<file path="src/rtl/pe_types.sv">
// Shared types for the packet-engine blocks.
//   packet_t       : one buffered packet (tag + payload), 32 bits packed.
//   stream_state_t : stream source FSM states.
//   min1_clog2()   : ceil(log2(n)) but never below 1, for select fields
//                    that must keep at least one bit (e.g. a channel index
//                    when there is only one channel).
package pe_types;

  typedef struct packed {
    logic [7:0]  tag;
    logic [23:0] payload;
  } packet_t;

  typedef enum logic [1:0] {
    IDLE = 2'd0,
    SEND = 2'd1,
    GAP  = 2'd2,
    DONE = 2'd3
  } stream_state_t;

  function automatic int min1_clog2(input int n);
    return (n > 1) ? $clog2(n) : 1;
  endfunction

endpackage

</file>
<file path="src/rtl/pkt_stream_src.sv">
// Packet stream source.
// Holds a small packet buffer that is loaded while idle, then on start
// streams the first cfg_len entries (in order, from entry 0) to one
// downstream FIFO (unicast) or to all of them at once (broadcast),
// optionally inserting cfg_gap idle cycles after every accepted packet.
//
// Ports
//   clk, rst_n              clock, asynchronous active-low reset
//   load_en/addr/data       buffer write port (ignored while busy)
//   start                   one-cycle stream request (ignored while busy)
//   cfg_len/gap/bcast/ch    stream configuration, latched on start
//   abort                   kill the active stream, no done pulse
//   out_full[NUM_CH]        downstream FIFO full flags
//   out_enq[NUM_CH]         downstream FIFO enqueue strobes
//   out_wdata[NUM_CH]       downstream FIFO write data (same on every lane)
//   busy                    high in SEND and GAP
//   done                    one-cycle pulse after the last packet
//   sent_cnt                packets accepted by the current/last stream
module pkt_stream_src
  import pe_types::*;
#(
  parameter int NUM_CH = 4,
  parameter int DEPTH  = 64,
  parameter int GAP_W  = 8,
  localparam int AW    = $clog2(DEPTH),
  localparam int CH_W  = min1_clog2(NUM_CH)
) (
  input  logic                   clk,
  input  logic                   rst_n,
  input  logic                   load_en,
  input  logic [AW-1:0]          load_addr,
  input  packet_t                load_data,
  input  logic                   start,
  input  logic [AW:0]            cfg_len,
  input  logic [GAP_W-1:0]       cfg_gap,
  input  logic                   cfg_bcast,
  input  logic [CH_W-1:0]        cfg_ch,
  input  logic                   abort,
  input  logic [NUM_CH-1:0]      out_full,
  output logic [NUM_CH-1:0]      out_enq,
  output packet_t [NUM_CH-1:0]   out_wdata,
  output logic                   busy,
  output logic                   done,
  output logic [AW:0]            sent_cnt
);

  // ---------------------------------------------------------------------
  // State
  // ---------------------------------------------------------------------
  stream_state_t     state_reg;
  stream_state_t     state_next;
  logic [AW-1:0]     ptr_reg;
  logic [AW:0]       sent_cnt_reg;
  logic [AW:0]       len_reg;
  logic [GAP_W-1:0]  gap_reg;
  logic [GAP_W-1:0]  gap_cnt_reg;
  logic              bcast_reg;
  logic [CH_W-1:0]   ch_reg;

  // Packet buffer: plain register array, combinational read, not reset.
  packet_t           buf_mem [DEPTH];

  logic [NUM_CH-1:0] target_mask;
  logic              accept;
  logic              last_pkt;

  // ---------------------------------------------------------------------
  // Target set and accept decode
  // ---------------------------------------------------------------------
  // A unicast channel index outside 0..NUM_CH-1 selects no lane, so such a
  // stream drains the buffer without enqueuing anywhere.
  genvar gi;
  generate
    for (gi = 0; gi < NUM_CH; gi++) begin : g_lane
      assign target_mask[gi] = bcast_reg || (ch_reg == CH_W'(gi));
      assign out_enq[gi]     = accept & target_mask[gi];
      assign out_wdata[gi]   = buf_mem[ptr_reg];
    end
  endgenerate

  // Only full flags of targeted lanes can stall; abort suppresses the
  // enqueue in the same cycle it is raised.
  assign accept   = (state_reg == SEND) && !abort &&
                    ((target_mask & out_full) == '0);
  assign last_pkt = ((sent_cnt_reg + (AW+1)'(1)) == len_reg);

  // ---------------------------------------------------------------------
  // Buffer write port
  // ---------------------------------------------------------------------
  always_ff @(posedge clk) begin
    if (load_en && !busy) begin
      buf_mem[load_addr] <= load_data;
    end
  end

  // ---------------------------------------------------------------------
  // Next-state logic
  // ---------------------------------------------------------------------
  always_comb begin
    state_next = state_reg;
    case (state_reg)
      IDLE: begin
        if (start) begin
          state_next = (cfg_len == '0) ? DONE : SEND;
        end
      end
      SEND: begin
        if (abort) begin
          state_next = IDLE;
        end else if (accept) begin
          if (last_pkt) begin
            state_next = DONE;
          end else if (gap_reg != '0) begin
            state_next = GAP;
          end
        end
      end
      GAP: begin
        // Counter was loaded with gap on acceptance, so the value 1 marks
        // the last idle cycle.
        if (abort) begin
          state_next = IDLE;
        end else if (gap_cnt_reg <= GAP_W'(1)) begin
          state_next = SEND;
        end
      end
      DONE:    state_next = IDLE;
      default: state_next = IDLE;
    endcase
  end

  // ---------------------------------------------------------------------
  // Registers
  // ---------------------------------------------------------------------
  always_ff @(posedge clk or negedge rst_n) begin
    if (!rst_n) begin
      state_reg    <= IDLE;
      ptr_reg      <= '0;
      sent_cnt_reg <= '0;
      gap_cnt_reg  <= '0;
      len_reg      <= '0;
      gap_reg      <= '0;
      bcast_reg    <= 1'b0;
      ch_reg       <= '0;
    end else begin
      state_reg <= state_next;
      case (state_reg)
        IDLE: begin
          if (start) begin
            len_reg      <= cfg_len;
            gap_reg      <= cfg_gap;
            bcast_reg    <= cfg_bcast;
            ch_reg       <= cfg_ch;
            ptr_reg      <= '0;
            sent_cnt_reg <= '0;
          end
        end
        SEND: begin
          if (accept) begin
            // ptr wraps to 0 only after the final entry of a full-depth
            // stream, when it is no longer read.
            ptr_reg      <= ptr_reg + AW'(1);
            sent_cnt_reg <= sent_cnt_reg + (AW+1)'(1);
            gap_cnt_reg  <= gap_reg;
          end
        end
        GAP: begin
          if (!abort) begin
            gap_cnt_reg <= gap_cnt_reg - GAP_W'(1);
          end
        end
        default: ;
      endcase
    end
  end

  // ---------------------------------------------------------------------
  // Status outputs
  // ---------------------------------------------------------------------
  assign busy     = (state_reg == SEND) || (state_reg == GAP);
  assign done     = (state_reg == DONE);
  assign sent_cnt = sent_cnt_reg;

endmodule

</file>
<file path="config.mk">
export PLATFORM = sky130hd
export DESIGN_NAME = pkt_stream_src
export DESIGN_NICKNAME = d
export VERILOG_FILES = /design/src/rtl/pe_types.sv /design/src/rtl/pkt_stream_src.sv
export SDC_FILE = /design/constraint.sdc
export NUM_CORES = 2
export LEC_CHECK = 0
export ABC_AREA = 0
export CAP_MARGIN = 20
export CORE_MARGIN = 2
export CORE_UTILIZATION = 33
export DETAILED_ROUTE_END_ITERATION = 6
export GPL_TIMING_DRIVEN = 0
export HOLD_SLACK_MARGIN = 0.12
export RECOVER_POWER = 25
export SLEW_MARGIN = 20
export SYNTH_ARGS = -nofsm -noshare
export SYNTH_HDL_FRONTEND = slang
export SYNTH_SLANG_ARGS = --single-unit
</file>
<file path="constraint.sdc">
create_clock -name clk -period 3.3 [get_ports clk]
set_input_delay 0.99 -clock clk [delete_from_list [all_inputs] [get_ports clk]]
set_output_delay 0.99 -clock clk [all_outputs]
set_load 0.01 [all_outputs]
</file>
# Yosys cells after proc, flatten, opt, wreduce, memory -nomap -nowiden
# Memory sizes are Yosys's and may differ from the RTL's.
# Index checks and enable logic that the tools add are counted.
[op_classes] n_eq_ne=13 bitwise_logic=5 n_lt_le_gt_ge=1 addsub=3 n_mux=20 n_reduce_logical=21
[ops] op="$mux W2" count=8
[ops] op="$mux W8" count=2
[ops] op="$pmux W8 S2" count=1
[ops] op="$mux W7" count=2
[ops] op="$pmux W7 S2" count=1
[ops] op="$mux W6" count=2
[ops] op="$pmux W6 S2" count=1
[ops] op="$eq A2 B2 Y1 const B" count=4
[ops] op="$le A8 B1 Y1 const B" count=1
[ops] op="$pmux W2 S4" count=1
[ops] op="$reduce_bool A8 Y1" count=1
[ops] op="$sub A8 B1 Y8 const B" count=1
[ops] op="$add A7 B1 Y7 const B" count=1
[ops] op="$eq A7 B7 Y1" count=1
[ops] op="$logic_not A7 Y1" count=1
[ops] op="$add A6 B1 Y6 const B" count=1
[ops] op="$ne A2 B2 Y1 const B" count=3
[ops] op="$ne A3 B3 Y1 const B" count=2
[ops] op="$reduce_and A3 Y1" count=2
[ops] op="$logic_or A1 B1 Y1" count=5
[ops] op="$and A1 B1 Y1" count=4
[ops] op="$and A4 B4 Y4" count=1
[ops] op="$eq A2 B1 Y1 const B" count=2
[ops] op="$logic_not A2 Y1" count=2
[ops] op="8 further kinds" count=13
[word_totals] register_bits=41 out_inout_bits=141 inputBits=65 memories=1 ramBits=2048 elab_cells=72
[memory_table] name="buf_mem" words=64 width=32 rd=1 rd_clocked_by_memory_dff=0 write_ports=1 line_no="pkt_stream_src.sv:61" rtl="packet_t buf_mem [DEPTH];"

# Logic depth before layout (Yosys ltp)
[logic_depth] word_depth=8 ltp_mapped=11 depth_no_buf=8

# Least setup slack after synthesis
# No wires, ideal clock.
[synth_path] path_kind="input -> register" start="in load_addr[5]" end="mem buf_mem[38][0] in the netlist's numbering, enable pin" setup_ps=421 required_ps=2879 stages=4 arrival_ps=3196 path_buffers=2 setup_slack_ps=-318 cell_sequence="clkbuf_1 -> or3b_2 -> clkbuf_1 -> nor2_1"
[synth_lines] element="start: declaration" line_no="pkt_stream_src.sv:31" rtl="input logic [AW-1:0] load_addr,"
[synth_lines] element="end: declaration" line_no="pkt_stream_src.sv:61"
# Straight into the memory's write port.

==> summary.txt <==
Placement
  • Gpl congestion: 0.823
  • HPWL Detailed: 152000 um
  • Port Buffers: 202
  • Post-DP Area: 89900 sq um

Run
  • Maxcap violations: 9

Synth
  • Seq/Total Area, Yosys: 0.780
  • Cell Area, Synth: 80200 sq um
  • Post-synth top flop: edfxtp_1
  • Fraction of registers with async set/reset: 0.0196
  • Post-synth cell types: 47
  • Area contributors post-synth: edfxtp_1 77%, mux4_2 14%, a22oi_1 1.7%, dfrtp_1 1.3%, buf_4 1.1%
  • Yosys warns: 0
  • Synthesized flop and latch total: 2089
  • Avg Inst Size Synth: 22.2 sq um
  • Synth top area share: 0.767
  • Synth area leader: edfxtp_1
  • Number of synthesized flops with an enable pin: 2048
  • Synthesized Nets: 3686
  • Post-Synthesis Cells: 3612

Power
  • Comb power frac: 0.268
  • Total power: 0.0717 W
  • NetSw: 0.0202 W
  • Clk pwr share: 0.316
  • Internal power: 0.0516 W
  • PwrDens: 728 nW/um^2
  • Sw frac: 0.281
  • Worst ir drop on vdd: 0.616 mV
  • Sequential Power Share: 0.416
  • Static Leak: 30.1 nW

STA
  • Max-slew headroom: -0.472
  • Achievable Freq: 196 MHz
  • Fin. max-slew vios: 386
  • Final worst setup slack: -1.79 ns
  • Clock skew: 0.0400 ns
  • Final Cycle Share: 1.54
  • Final min period: 5.09 ns
  • Unrepaired setup endpoints after global routing: yes
  • Slew @ Worst Pin: 2.21 ns
  • Final Hold Viols: 0
  • Final setup viols: 1417

Critical path
  • Crit Path Category: flop to output port
  • Highest net fanout along the worst path: 10
  • WP data required: 2.31 ns
  • CP Capture Type: output port
  • Crit start category: flop
  • Arrival time at the worst endpoint: 4.10 ns

Detailed routing
  • Residual DRC: 0
  • Vias per cell: 5.46
  • Post-DRT Antenna Nets: 0
  • DR WL/cell: 30.1 um
  • DR pass1 iterations: 5
  • Total Wirelength: 226000 um
  • Vias post-DR: 41052
  • DRT iter0 DRCs: 5409

Die
  • Die Footprint: 247000 sq um
  • I/O Pins: 206
  • Row count: 180
  • Core ar.: 241000 sq um
  • Die W: 497 um
  • Initial core utilization: 0.333
  • Die Y: 497 um

Cells and area
  • Fillers: 20855
  • Area of the multi-input gates: 17800 sq um
  • Max reg flops: 2048
  • # nets final: 4231
  • Register area: 62500 sq um
  • Final instance area: 98500 sq um
  • Area Growth Syn to Fin: 22.8%
  • Ratio of cells with drive above 1 in the final layout: 0.360

Clock network
  • Num Clock Sinks: 2089
  • CTS root buf: clkbuf_16
  • Cts bufs inserted: 208
  • Clk slew on worst S/H paths: 0.06 ns
  • H-Tree Level Count: 4
  • Worst skew pair latency: 0.87 ns
  • Longest Clk Path Bufs: 3
  • CTS tree: done

Status
  • Status: complete, but fails checks
  • Failing checks: capacitance limit, slew limit, setup timing

GRT
  • Total GRT Usage: 0.180
  • First-pass GRT wire length: 316000 um
  • Vias in the first global route: 40966
  • GR Overflow Total: 0
  • Largest net degree at the start of global routing: 65
  • Initial antenna violation count: 17

Worst hold path
  • Min-delay worst type: input pin to async pin
[synthesized netlist by cell type, types with 39 or more instances]
cell and count:
o22ai_1 48, buf_4 118, nand2_1 44, clkbuf_1 97, edfxtp_1 2048, nor2_1 99
mux4_2 513, nand3_1 39, a22oi_1 177, dfrtp_1 41, a21oi_1 106, buf_2 52
[cell usage in the layout, fill, tap and decap left out, types with 9 or more instances in the layout]
cell and instances:
nand2b_1 11, a21oi_1 53, ha_1 9, nor2_1 28
clkbuf_4 24, mux4_2 513, dfrtp_1 40, mux2i_1 11
buf_8 17, o22ai_1 33, buf_16 66, edfxtp_1 2048
buf_2 12, o21ai_0 17, a22oi_2 99, mux2_2 19
nor2b_1 9, bufinv_16 12, nor3_1 11, clkbuf_16 212
clkdlybuf4s50_1 123, clkinv_2 38, a21oi_4 23, xnor2_1 9
clkbuf_1 86, o22a_1 9, a21oi_2 30, nor2_4 65
buf_12 89, nand2_1 40, clkbuf_8 17, or4_4 20
a22oi_1 78, buf_6 32, o22ai_2 15, buf_4 149
nand3_1 33, clkinv_1 54, clkbuf_2 41
[cell type report]
class / instances / share of cell area
Tap cell: 3185 / 0.0405
Multi-Input combinational cell: 1225 / 0.181
Clock inverter: 125 / 0.0110
Clock buffer: 252 / 0.0550
Sequential cell: 2089 / 0.635
Buffer: 289 / 0.0286
Timing Repair Buffer: 336 / 0.0481
Inverter: 8 / 0.000305
Antenna cell: 8 / 0.000203
[metrics by stage]
step            util  cells  worst slack (ns)  hold WS (ns)  setup TNS (ns)
2_1_floorplan      -   3612            -0.318         0.500         -168.89
5_1_grt        0.409   7512             -1.85         0.554         -727.63
3_3_place_gp   0.359   6999             -3.16         0.513        -5972.16
4_1_cts        0.407   7508             -1.84         0.141         -437.06
6_report       0.409   7517             -1.79         0.472         -492.11
3_5_place_dp   0.373   7126             -2.77         0.519        -1197.67
[kinds of logic after synthesis]
group	synth area share
AND/OR/NAND/NOR	0.0158
adder cells (fa/ha/maj)	0.00140
multiplexers	0.148
AO/OA/AOI/OAI	0.0328
buffers and inverters	0.0203
XOR/XNOR	0.00164
flip-flops	0.780
[repair_timing]
action                                  in CTS  in global routing
buffers inserted                             6                  0
pin swaps                                   31                 14
hold buffers                                 0                  0
gates cloned                                 0                  1
gates resized for setup                    515                142
endpoints found under the setup margin    1258               1780
[power groups by stage]
| stage | clock, W | combinational, W | sequential (W) |
|---|---|---|---|
| 2_1_floorplan | 0 | 0.0104 | 0.0303 |
| 3_3_place_gp | 0 | 0.0174 | 0.0304 |
| 3_5_place_dp | 0 | 0.0177 | 0.0304 |
| 4_1_cts | 0.0230 | 0.0191 | 0.0298 |
| 5_1_grt | 0.0240 | 0.0202 | 0.0299 |
| 6_report | 0.0227 | 0.0192 | 0.0298 |
[metal layers]
layer / wire length, um / track usage / share of wire / vias up
li1: - / - / - / 16399
met1: 92400 / 0.248 / 0.41 / 22236
met2: 107000 / 0.287 / 0.48 / 2043
met3: 19200 / 0.0366 / 0.085 / 364
met4: 7020 / 0.0553 / 0.031 / 10
met5: 64 / 0 / 0.00028 / -
[critical path: stages (launching register included)]
cell	delay, ns
dfrtp_1	0.40
buf_12	0.19
buf_16	0.20
buf_16	0.17
mux4_2	0.53
a22oi_2	0.34
a21oi_4	0.15
or4_4	0.59
buf_4	0.17
clkdlybuf4s50_1	0.47
[path summary, 6_finish.rpt]
kind	from	end	slack [ns]	cells after the start
setup / recovery	ptr_reg[0]$_DFFE_PN0P_	out_wdata[64]	-1.79	9
hold / removal	rst_n	sent_cnt[1]$_DFFE_PN0P_	0.47	1
setup reg to reg	state_reg[0]$_DFFE_PN0P_	buf_mem[14][18]$_DFFE_PP_	-0.55	7
hold reg to reg	len_reg[2]$_DFFE_PN0P_	len_reg[2]$_DFFE_PN0P_	0.53	1
max in group asynchronous	rst_n	ptr_reg[5]$_DFFE_PN0P_	1.02	2
min in group clk	len_reg[2]$_DFFE_PN0P_	len_reg[2]$_DFFE_PN0P_	0.53	1
No activity file was read; power rests on OpenSTA's default activity.
